[config.mk]
export PLATFORM = sky130hd
export DESIGN_NAME = mips_control_unit
export DESIGN_NICKNAME = d
export VERILOG_FILES = /design/src/rtl/mips_control_unit_pkg.sv /design/src/rtl/mips_control_unit_decode.sv /design/src/rtl/mips_control_unit.sv
export SDC_FILE = /design/constraint.sdc
export NUM_CORES = 1
export LEC_CHECK = 0
export CAP_MARGIN = 20
export CORE_AREA = 4 4 41 43
export DETAILED_ROUTE_END_ITERATION = 8
export DIE_AREA = 0 0 45 47
export GPL_TIMING_DRIVEN = 0
export MAX_ROUTING_LAYER = met4
export PLACE_DENSITY = 0.53
export SYNTH_ARGS = -nofsm -noshare
export SYNTH_HDL_FRONTEND = slang
export SYNTH_SLANG_ARGS = --single-unit
[constraint.sdc]
create_clock -name clk -period 1.8 [get_ports clk]
set_input_delay 0.27 -clock clk [delete_from_list [all_inputs] [get_ports clk]]
set_output_delay 0.27 -clock clk [all_outputs]
set_load 0.01 [all_outputs]
[src/rtl/mips_control_unit_pkg.sv]
// Shared MIPS decode definitions: opcodes, control-bit positions and ALUOp classes.
// Imported by the main decoder, ALU-control and the datapath.
package mips_control_unit_pkg;

    localparam int NUM_CTRL = 7;

    localparam logic [5:0] OP_RTYPE = 6'b000000;
    localparam logic [5:0] OP_LW    = 6'b100011;
    localparam logic [5:0] OP_SW    = 6'b101011;
    localparam logic [5:0] OP_BEQ   = 6'b000100;

    localparam int CTRL_REGDST   = 0;
    localparam int CTRL_BRANCH   = 1;
    localparam int CTRL_MEMREAD  = 2;
    localparam int CTRL_MEMTOREG = 3;
    localparam int CTRL_MEMWRITE = 4;
    localparam int CTRL_ALUSRC   = 5;
    localparam int CTRL_REGWRITE = 6;

    localparam logic [1:0] ALUOP_ADD   = 2'b00;
    localparam logic [1:0] ALUOP_SUB   = 2'b01;
    localparam logic [1:0] ALUOP_FUNCT = 2'b10;

    typedef struct packed {
        logic [NUM_CTRL-1:0] signals;
        logic [1:0]          aluop;
    } ctrl_t;

    // The no-write bundle used for reset and for every unsupported opcode.
    function automatic ctrl_t ctrl_idle();
        return '0;
    endfunction

endpackage

[src/rtl/mips_control_unit_decode.sv]
// Purely combinational opcode-to-control-bundle lookup.
module mips_control_unit_decode
    import mips_control_unit_pkg::*;
(
    input  logic [5:0]          ins,
    output logic [NUM_CTRL-1:0] signals,
    output logic [1:0]          aluop
);

    ctrl_t ctrl;

    always_comb begin
        ctrl = ctrl_idle();
        case (ins)
            OP_RTYPE: begin
                ctrl.signals[CTRL_REGDST]   = 1'b1;
                ctrl.signals[CTRL_REGWRITE] = 1'b1;
                ctrl.aluop                  = ALUOP_FUNCT;
            end
            OP_LW: begin
                ctrl.signals[CTRL_ALUSRC]   = 1'b1;
                ctrl.signals[CTRL_MEMTOREG] = 1'b1;
                ctrl.signals[CTRL_MEMREAD]  = 1'b1;
                ctrl.signals[CTRL_REGWRITE] = 1'b1;
                ctrl.aluop                  = ALUOP_ADD;
            end
            // RegDst/MemtoReg are don't-care for stores; left at 0.
            OP_SW: begin
                ctrl.signals[CTRL_ALUSRC]   = 1'b1;
                ctrl.signals[CTRL_MEMWRITE] = 1'b1;
                ctrl.aluop                  = ALUOP_ADD;
            end
            OP_BEQ: begin
                ctrl.signals[CTRL_BRANCH]   = 1'b1;
                ctrl.aluop                  = ALUOP_SUB;
            end
            default: ctrl = ctrl_idle();
        endcase
    end

    assign signals = ctrl.signals;
    assign aluop   = ctrl.aluop;

endmodule

[src/rtl/mips_control_unit.sv]
// Main decoder: registers the decoded control bundle once per cycle,
// with a synchronous reset that forces the no-write bundle.
module mips_control_unit
    import mips_control_unit_pkg::*;
#(
    parameter int NUM_SIGNALS = 7
) (
    input  logic                   clk,
    input  logic                   rst,
    input  logic [5:0]             ins,
    output logic [NUM_SIGNALS-1:0] signals,
    output logic [1:0]             ALUOp
);

    logic [NUM_CTRL-1:0] dec_signals;
    logic [1:0]          dec_aluop;

    mips_control_unit_decode u_decode (
        .ins     (ins),
        .signals (dec_signals),
        .aluop   (dec_aluop)
    );

    always_ff @(posedge clk) begin
        if (rst) begin
            signals <= '0;
            ALUOp   <= ALUOP_ADD;
        end else begin
            signals <= dec_signals;
            ALUOp   <= dec_aluop;
        end
    end

endmodule

# Word-level counts from Yosys, hierarchy flattened
# Cells that the tools add are included.
totals:
  elab_cells: 15
  reg_bits: 9
  input_bits: 8
classes:
  n_reduce_logical: 3
  n_mux: 7
  n_eq_ne: 3
ops:
  columns: ["cell", "count"]
  rows:
  - ["$eq A6 B6 Y1 const B", 2]
  - ["$eq A6 B3 Y1 const B", 1]
  - ["$logic_not A6 Y1", 1]
  - ["$mux W1", 5]
  - ["$pmux W2 S2", 1]
  - ["$reduce_or A2 Y1", 2]
  - ["$mux W2", 1]

# Depth between registers and ports, before layout
# Gate-level depths: netlist (run 1).
depth:
  ltp_word: 3
  ltp_mapped: 2
  mapped_depth_nobuf: 2

# Cells and area by module
# From an unflattened synthesis (run 1), not the netlist that was laid out.
hier_totals:
  hier_cells: 31
  area_unflattened_um2: 336.6
modules_own_cells:
  columns: ["mod", "instances", "area_each_um2", "cells_each"]
  rows:
  - ["mips_control_unit", 1, 236.5, 18]
  - ["mips_control_unit_decode", 1, 100.1, 13]

# Worst setup path before layout (run 1)
# No wires, ideal clock.
synth_path:
  path_type: "input -> register"
  start: "input port ins[0]"
  end: "register signals[6]"
  arrival_ps: 834
  required_ps: 1721
  n_path_buf: 0
  path_slack_ps: 887
  cell_stages: 2
  cell_sequence: "or3_1 > a211oi_2"
synth_via:
  elab_chain_len: 3
  word_cells_on_any_way: 4
  cone_classes: "eq/ne: 1; mux: 1; reduce/logical: 2"
synth_rtl:
  columns: ["item", "line", "rtl"]
  rows:
  - ["start: declaration", "mips_control_unit.sv:10", "input logic [5:0] ins,"]
  - ["$eq A6 B6 Y1 / $logic_not A6 Y1 (equally long branches)", "mips_control_unit_decode.sv:14", "case (ins)"]
  - ["$reduce_or A2 Y1 (no source line) (*)", null, null]
  - ["$mux W1 (*)", "mips_control_unit_decode.sv:14", null]
  - ["end signal: assignment", "mips_control_unit.sv:29", "signals <= dec_signals;"]
  - ["end: declaration", "mips_control_unit.sv:11", "output logic [NUM_SIGNALS-1:0] signals,"]
# Mark *: on every way between the ends. The rest lies on a longest branch, timed or not.
# A chain may end at the register's enable or synchronous reset.

# Final worst setup path (run 1)
layout_path:
  start: "register signals[3]"
  end: "output port signals[3]"
# No word-level cell between the ends.

==> impl_metrics.env, run 1 <==
export IMPL_ctsHoldBuffers=0
export IMPL_clockBufferDepth=2
export IMPL_cp_arrival_ps=1200
export IMPL_grt_start_max_net_pins=6
export IMPL_synth_edff_count=0
export IMPL_synth_flop_cell="dfxtp_1"
export IMPL_avgViaCountPerCell=3.88
export IMPL_numCtsBuffers=3
export IMPL_hold_path_endpoint="signals[6]"
export IMPL_htreeDepth=1
export IMPL_core_area_um2=1300
export IMPL_crit_path_max_fanout=2
export IMPL_place_ws_ps=387
export IMPL_hpwlAfterDp_um=415
export IMPL_pwr_density_cell_nw_per_um2=731
export IMPL_peakVddDrop_mv=0.242
export IMPL_cts_resized=0
export IMPL_die_h_um=47
export IMPL_synth_warnings=0
export IMPL_cpLargestDelayFamily="buffers and inverters"
export IMPL_grt_pass1_vias=218
export IMPL_dr_pass1_iters=2
export IMPL_cts_sinks=7
export IMPL_crit_slowest_cell="clkdlybuf4s50_1"
export IMPL_grt_first_pass_wirelength_um=848
export IMPL_clk_pin_slew_ps=50
export IMPL_slew_violations=0
export IMPL_hold_viol=0
export IMPL_dieWidth_um=45
export IMPL_synthMostInstantiatedCell="dfxtp_1"
export IMPL_start_util_pct=18.5
export IMPL_cp_start_kind="register"
export IMPL_diodes=0
export IMPL_hold_path_depth=2
export IMPL_wl_per_cell_um=8.70
export IMPL_finalWeightedCongestion=0.696
export IMPL_vias=221
export IMPL_drv_cap=0
export IMPL_tns_ps=0
export IMPL_cts_tree="yes"
export IMPL_max_slew_margin_rel_pct=73.3
export IMPL_ioPinCount=17
export IMPL_drive_above_1_share_pct=16.7
export IMPL_antenna_found_initial=0
export IMPL_synth_area_um2=240
export IMPL_async_flop_share_pct=0
export IMPL_path_cells="buf_4 -> clkdlybuf4s50_1"
export IMPL_grt_overflow_total=0
export IMPL_crit_type="register to primary output"
export IMPL_power_uw=327
export IMPL_cp_data_required_time_ps=1530
export IMPL_finalWorstSetupSlack_ps=333
export IMPL_synth_nets=30
export IMPL_worst_pin_slew_ps=397
export IMPL_num_rows=13
export IMPL_synth_area_top_cells="dfxtp_1 58%, buf_4 6.3%, a211oi_2 5.2%"
export IMPL_cpPeakStageDelay_ps=520
export IMPL_ant_nets=0
export IMPL_p_leak_nw=0.162
export IMPL_ys_ff_latch=7
export IMPL_clockRootBuffer="clkbuf_4"
export IMPL_route_detailed_drc=0
export IMPL_outcome="finished, final reports clean"
export IMPL_fin_nets=51
export IMPL_synth_common_cells="7 x dfxtp_1, 2 x buf_4, 2 x nor2_1, 2 x nor2b_1, 2 x or3_1"
export IMPL_drt_iter0_markers=5
export IMPL_worst_setup_path_end_kind="primary output"
export IMPL_cp_num_buf_inv=2
export IMPL_final_period_utilization_pct=81.5
export IMPL_yosys_area_top_type_share_pct=58.3
export IMPL_max_freq_mhz=682
export IMPL_yosysTopAreaCell="dfxtp_1"
export IMPL_drt_wl_total_um=496
export IMPL_rsz0062_at_grt="no"
export IMPL_track_usage_pct=6.48
export IMPL_hold_start="ins[4]"
export IMPL_setup_viol=0
export IMPL_place_port_buffers=16
export IMPL_synth_cell_types=12
export IMPL_seq_area_frac_synth_pct=58.3
export IMPL_post_cts_buffers=0
export IMPL_synthCells=22
export IMPL_syn_area_per_cell_um2=10.9
export IMPL_die_area_um2=2120
export IMPL_post_route_min_period_ps=1470
export IMPL_hp_class="primary input to register"
export IMPL_layout_filler_cells=141
export IMPL_syn_to_final_growth_pct=85.9
## layer usage
| layer | global-route usage, % | wire [um] | share of wire [%] | vias to the layer above |
|---|---|---|---|---|
| met5 | - | 0 | 0 | - |
| met4 | 7.02 | 0 | 0 | 0 |
| met3 | 4.98 | 83 | 17 | 0 |
| met2 | 7.91 | 230 | 46 | 14 |
| met1 | 6.00 | 182 | 37 | 91 |
| li1 | - | - | - | 116 |
## cells by family after synthesis
family	after synthesis	share of synthesized area [%]
buffers and inverters	2	6.25
DFF	7	58.3
AOI/OAI and AO/OA	1	5.21
and+or+nand+nor	12	30.2
## through the flow
step	cells	hold WS, ps	cell area, um^2	utilization, %
floorplan	22	343	240	-
global placement	53	880	419	32.2
detailed placement	53	896	419	32.2
CTS	57	619	447	34.3
global route	57	615	447	34.3
finish	57	628	447	34.3
## power breakdown
part / switching, mW / internal, mW / leakage (nW)
Clock: 0.0591 / 0.0811 / 0.0177
Sequential: 0.000316 / 0.156 / 0.0564
Combinational: 0.0107 / 0.0193 / 0.0875
Total: 0.0701 / 0.257 / 0.162
## how the worst max path moves through the flow
stage                          start         end  slack [ps]  depth (start not counted)
after floorplan               ins[0]  signals[6]         890                          2
after global placement        ins[2]  signals[6]         400                          3
after detailed placement      ins[0]  signals[6]         390                          3
after CTS                 signals[3]  signals[3]         310                          2
after global routing      signals[1]  signals[1]         260                          2
final                     signals[3]  signals[3]         330                          2
## cells in the final DEF (no fill, tap or decap)
cell type        instances
clkdlybuf4s50_1         16
nand4b_1                 1
nor2b_1                  2
buf_4                    2
or3_1                    2
dfxtp_1                  7
nor3_1                   1
a211oi_2                 1
nor4_1                   1
nand3_1                  1
and3_1                   1
clkinv_2                 1
nor2_1                   2
clkbuf_4                 3
nor4b_1                  1
## state kept, by name (all words and copies together) (netlist names)
signal,cells
signals,6
ALUOp,1
## final cells by class
class,instances,area [um^2],share of cell area [%]
Tap cell,15,18.8,4.20
Clock buffer,3,22.5,5.04
Multi-Input combinational cell,13,85.1,19.0
Timing Repair Buffer,16,160,35.9
Sequential cell,7,140,31.4
Buffer,2,15.0,3.36
Clock inverter,1,5.00,1.12
No activity file was read; power rests on OpenSTA's default activity.
==> run 2: changes to the inputs <==
Clock period 1.8 ns to 1.4 ns, I/O delays scaled along.
==> run 2 against run 1 <==
Against the previous run:
- power increased by 28%
- die area unchanged
- first-iteration DRC count unchanged
- largest cell class unchanged
- hold slack got worse by 60 ps
- sequential power increased by 29%
- global-route usage unchanged
==> impl_metrics.env, run 2 (same netlist as run 1, synthesis figures left out) <==
export IMPL_outcome="finished, final reports clean"
export IMPL_hpwlAfterDp_um=415
export IMPL_grt_overflow_total=0
export IMPL_hold_viol=0
export IMPL_max_slew_margin_rel_pct=73.3
export IMPL_largest_register_ffs=6
export IMPL_htreeDepth=1
export IMPL_worst_pin_slew_ps=397
export IMPL_setup_viol=0
export IMPL_cp_start_kind="register"
export IMPL_peakVddDrop_mv=0.312
export IMPL_die_area_um2=2120
export IMPL_drive_above_1_share_pct=16.7
export IMPL_ioPinCount=17
export IMPL_syn_to_final_growth_pct=84.9
export IMPL_dr_pass1_iters=2
export IMPL_top_register="signals"
export IMPL_cpPeakStageDelay_ps=540
export IMPL_cp_data_required_time_ps=1190
export IMPL_tns_ps=0
export IMPL_crit_path_max_fanout=2
export IMPL_drv_cap=0
export IMPL_cp_arrival_ps=1110
export IMPL_num_rows=13
export IMPL_route_detailed_drc=0
export IMPL_avgViaCountPerCell=3.88
export IMPL_grt_pass1_vias=218
export IMPL_rsz0062_at_grt="no"
export IMPL_cts_sinks=7
export IMPL_final_period_utilization_pct=94.6
export IMPL_clk_pin_slew_ps=50
export IMPL_crit_type="register to primary output"
export IMPL_hold_path_endpoint="signals[6]"
export IMPL_grt_first_pass_wirelength_um=848
export IMPL_drt_wl_total_um=497
export IMPL_switching_power_uw=90.2
export IMPL_vias=221
export IMPL_wl_per_cell_um=8.72
export IMPL_post_cts_buffers=0
export IMPL_track_usage_pct=6.48
export IMPL_grt_start_max_net_pins=6
export IMPL_path_cells="clkdlybuf4s50_1"
export IMPL_placed_area_um2=419
export IMPL_crit_slowest_cell="clkdlybuf4s50_1"
export IMPL_seq_power_share_pct=47.9
export IMPL_p_leak_nw=0.171
export IMPL_p_int_uw=330
export IMPL_antenna_found_initial=0
export IMPL_worst_setup_path_end_kind="primary output"
export IMPL_final_cell_mix="14 x clkdlybuf4s50_1, 7 x dfxtp_1, 3 x clkbuf_4"
export IMPL_post_route_min_period_ps=1320
export IMPL_clockRootBuffer="clkbuf_4"
export IMPL_power_frac_comb_pct=9.1
export IMPL_cts_tree="yes"
export IMPL_core_area_um2=1300
export IMPL_max_freq_mhz=755
export IMPL_ant_nets=0
export IMPL_start_util_pct=18.5
export IMPL_hold_start="ins[4]"
export IMPL_drt_iter0_markers=5
export IMPL_fin_area_um2=444
export IMPL_finalWeightedCongestion=0.696
export IMPL_reg_top3="signals: 6 flops, ALUOp: 1 flops"
export IMPL_hp_class="primary input to register"
export IMPL_pwr_density_cell_nw_per_um2=945
export IMPL_clockBufferDepth=2
export IMPL_die_h_um=47
export IMPL_diodes=0
export IMPL_hold_path_depth=2
export IMPL_slew_violations=0
export IMPL_place_port_buffers=16
export IMPL_holdWs_ps=568
export IMPL_p_clk_share_pct=43.0
export IMPL_final_common_cell="clkdlybuf4s50_1"
export IMPL_cpLargestDelayFamily="buffers and inverters"
export IMPL_fin_nets=51
export IMPL_numCtsBuffers=3
export IMPL_cp_num_buf_inv=1
export IMPL_dieWidth_um=45
export IMPL_switching_share_pct=21.5
[run 2: cell type report]
cell class              count  area (um^2)
plain buffers               2         15.0
clock buffers               3         22.5
clock inverters             1         5.00
fillers                   139          857
multi-input cells          13         85.1
flip-flops and latches      7          140
well taps                  15         18.8
repair buffers             16          158
[run 2: worst max-delay path by stage]
stage | start | endpoint | slack [ps] | cells past startpoint
finish | signals[3] | signals[2] | 80 | 1
global route | signals[3] | signals[2] | 20 | 1
CTS | signals[3] | signals[2] | 50 | 1
detailed placement | ins[0] | signals[6] | 50 | 3
global placement | ins[2] | signals[6] | 60 | 3
floorplan | ins[0] | signals[6] | 550 | 2
[run 2: timing repair]
item | in CTS | in global routing
setup endpoints to repair | 2 | 0
hold endpoints to repair | 0 | 0
gates resized for setup | 2 | 0
hold buffers | 0 | 0
[run 2: routing by layer]
layer / up-vias / global-route usage, % / share of wire (%)
li1: 116 / - / -
met1: 91 / 6.00 / 37
met2: 14 / 7.91 / 46
met3: 0 / 4.98 / 17
met4: 0 / 7.02 / 0
met5: - / - / 0
[run 2: metrics by stage]
step / util (%) / instances / total power [mW] / worst slack (ps)
global route: 34.1 / 57 / 0.448 / 18.8
floorplan: - / 22 / 0.214 / 547
detailed placement: 32.2 / 53 / 0.244 / 46.7
finish: 34.1 / 57 / 0.420 / 75.3
global placement: 32.2 / 53 / 0.243 / 60.7
CTS: 34.1 / 57 / 0.433 / 50.1
[run 2: power by group through the flow]
stage / Clock, mW / Sequential, mW / Combinational [mW]
floorplan: 0 / 0.206 / 0.00809
finish: 0.180 / 0.201 / 0.0383
global route: 0.205 / 0.201 / 0.0416
CTS: 0.193 / 0.201 / 0.0386
detailed placement: 0 / 0.205 / 0.0388
global placement: 0 / 0.205 / 0.0376
==> run 3: changes to the inputs <==
Settings changed: GPL_ROUTABILITY_DRIVEN set to 0.
==> results of run 3 <==
Same layout as run 2: the final DEF is identical, and so are final timing and power.
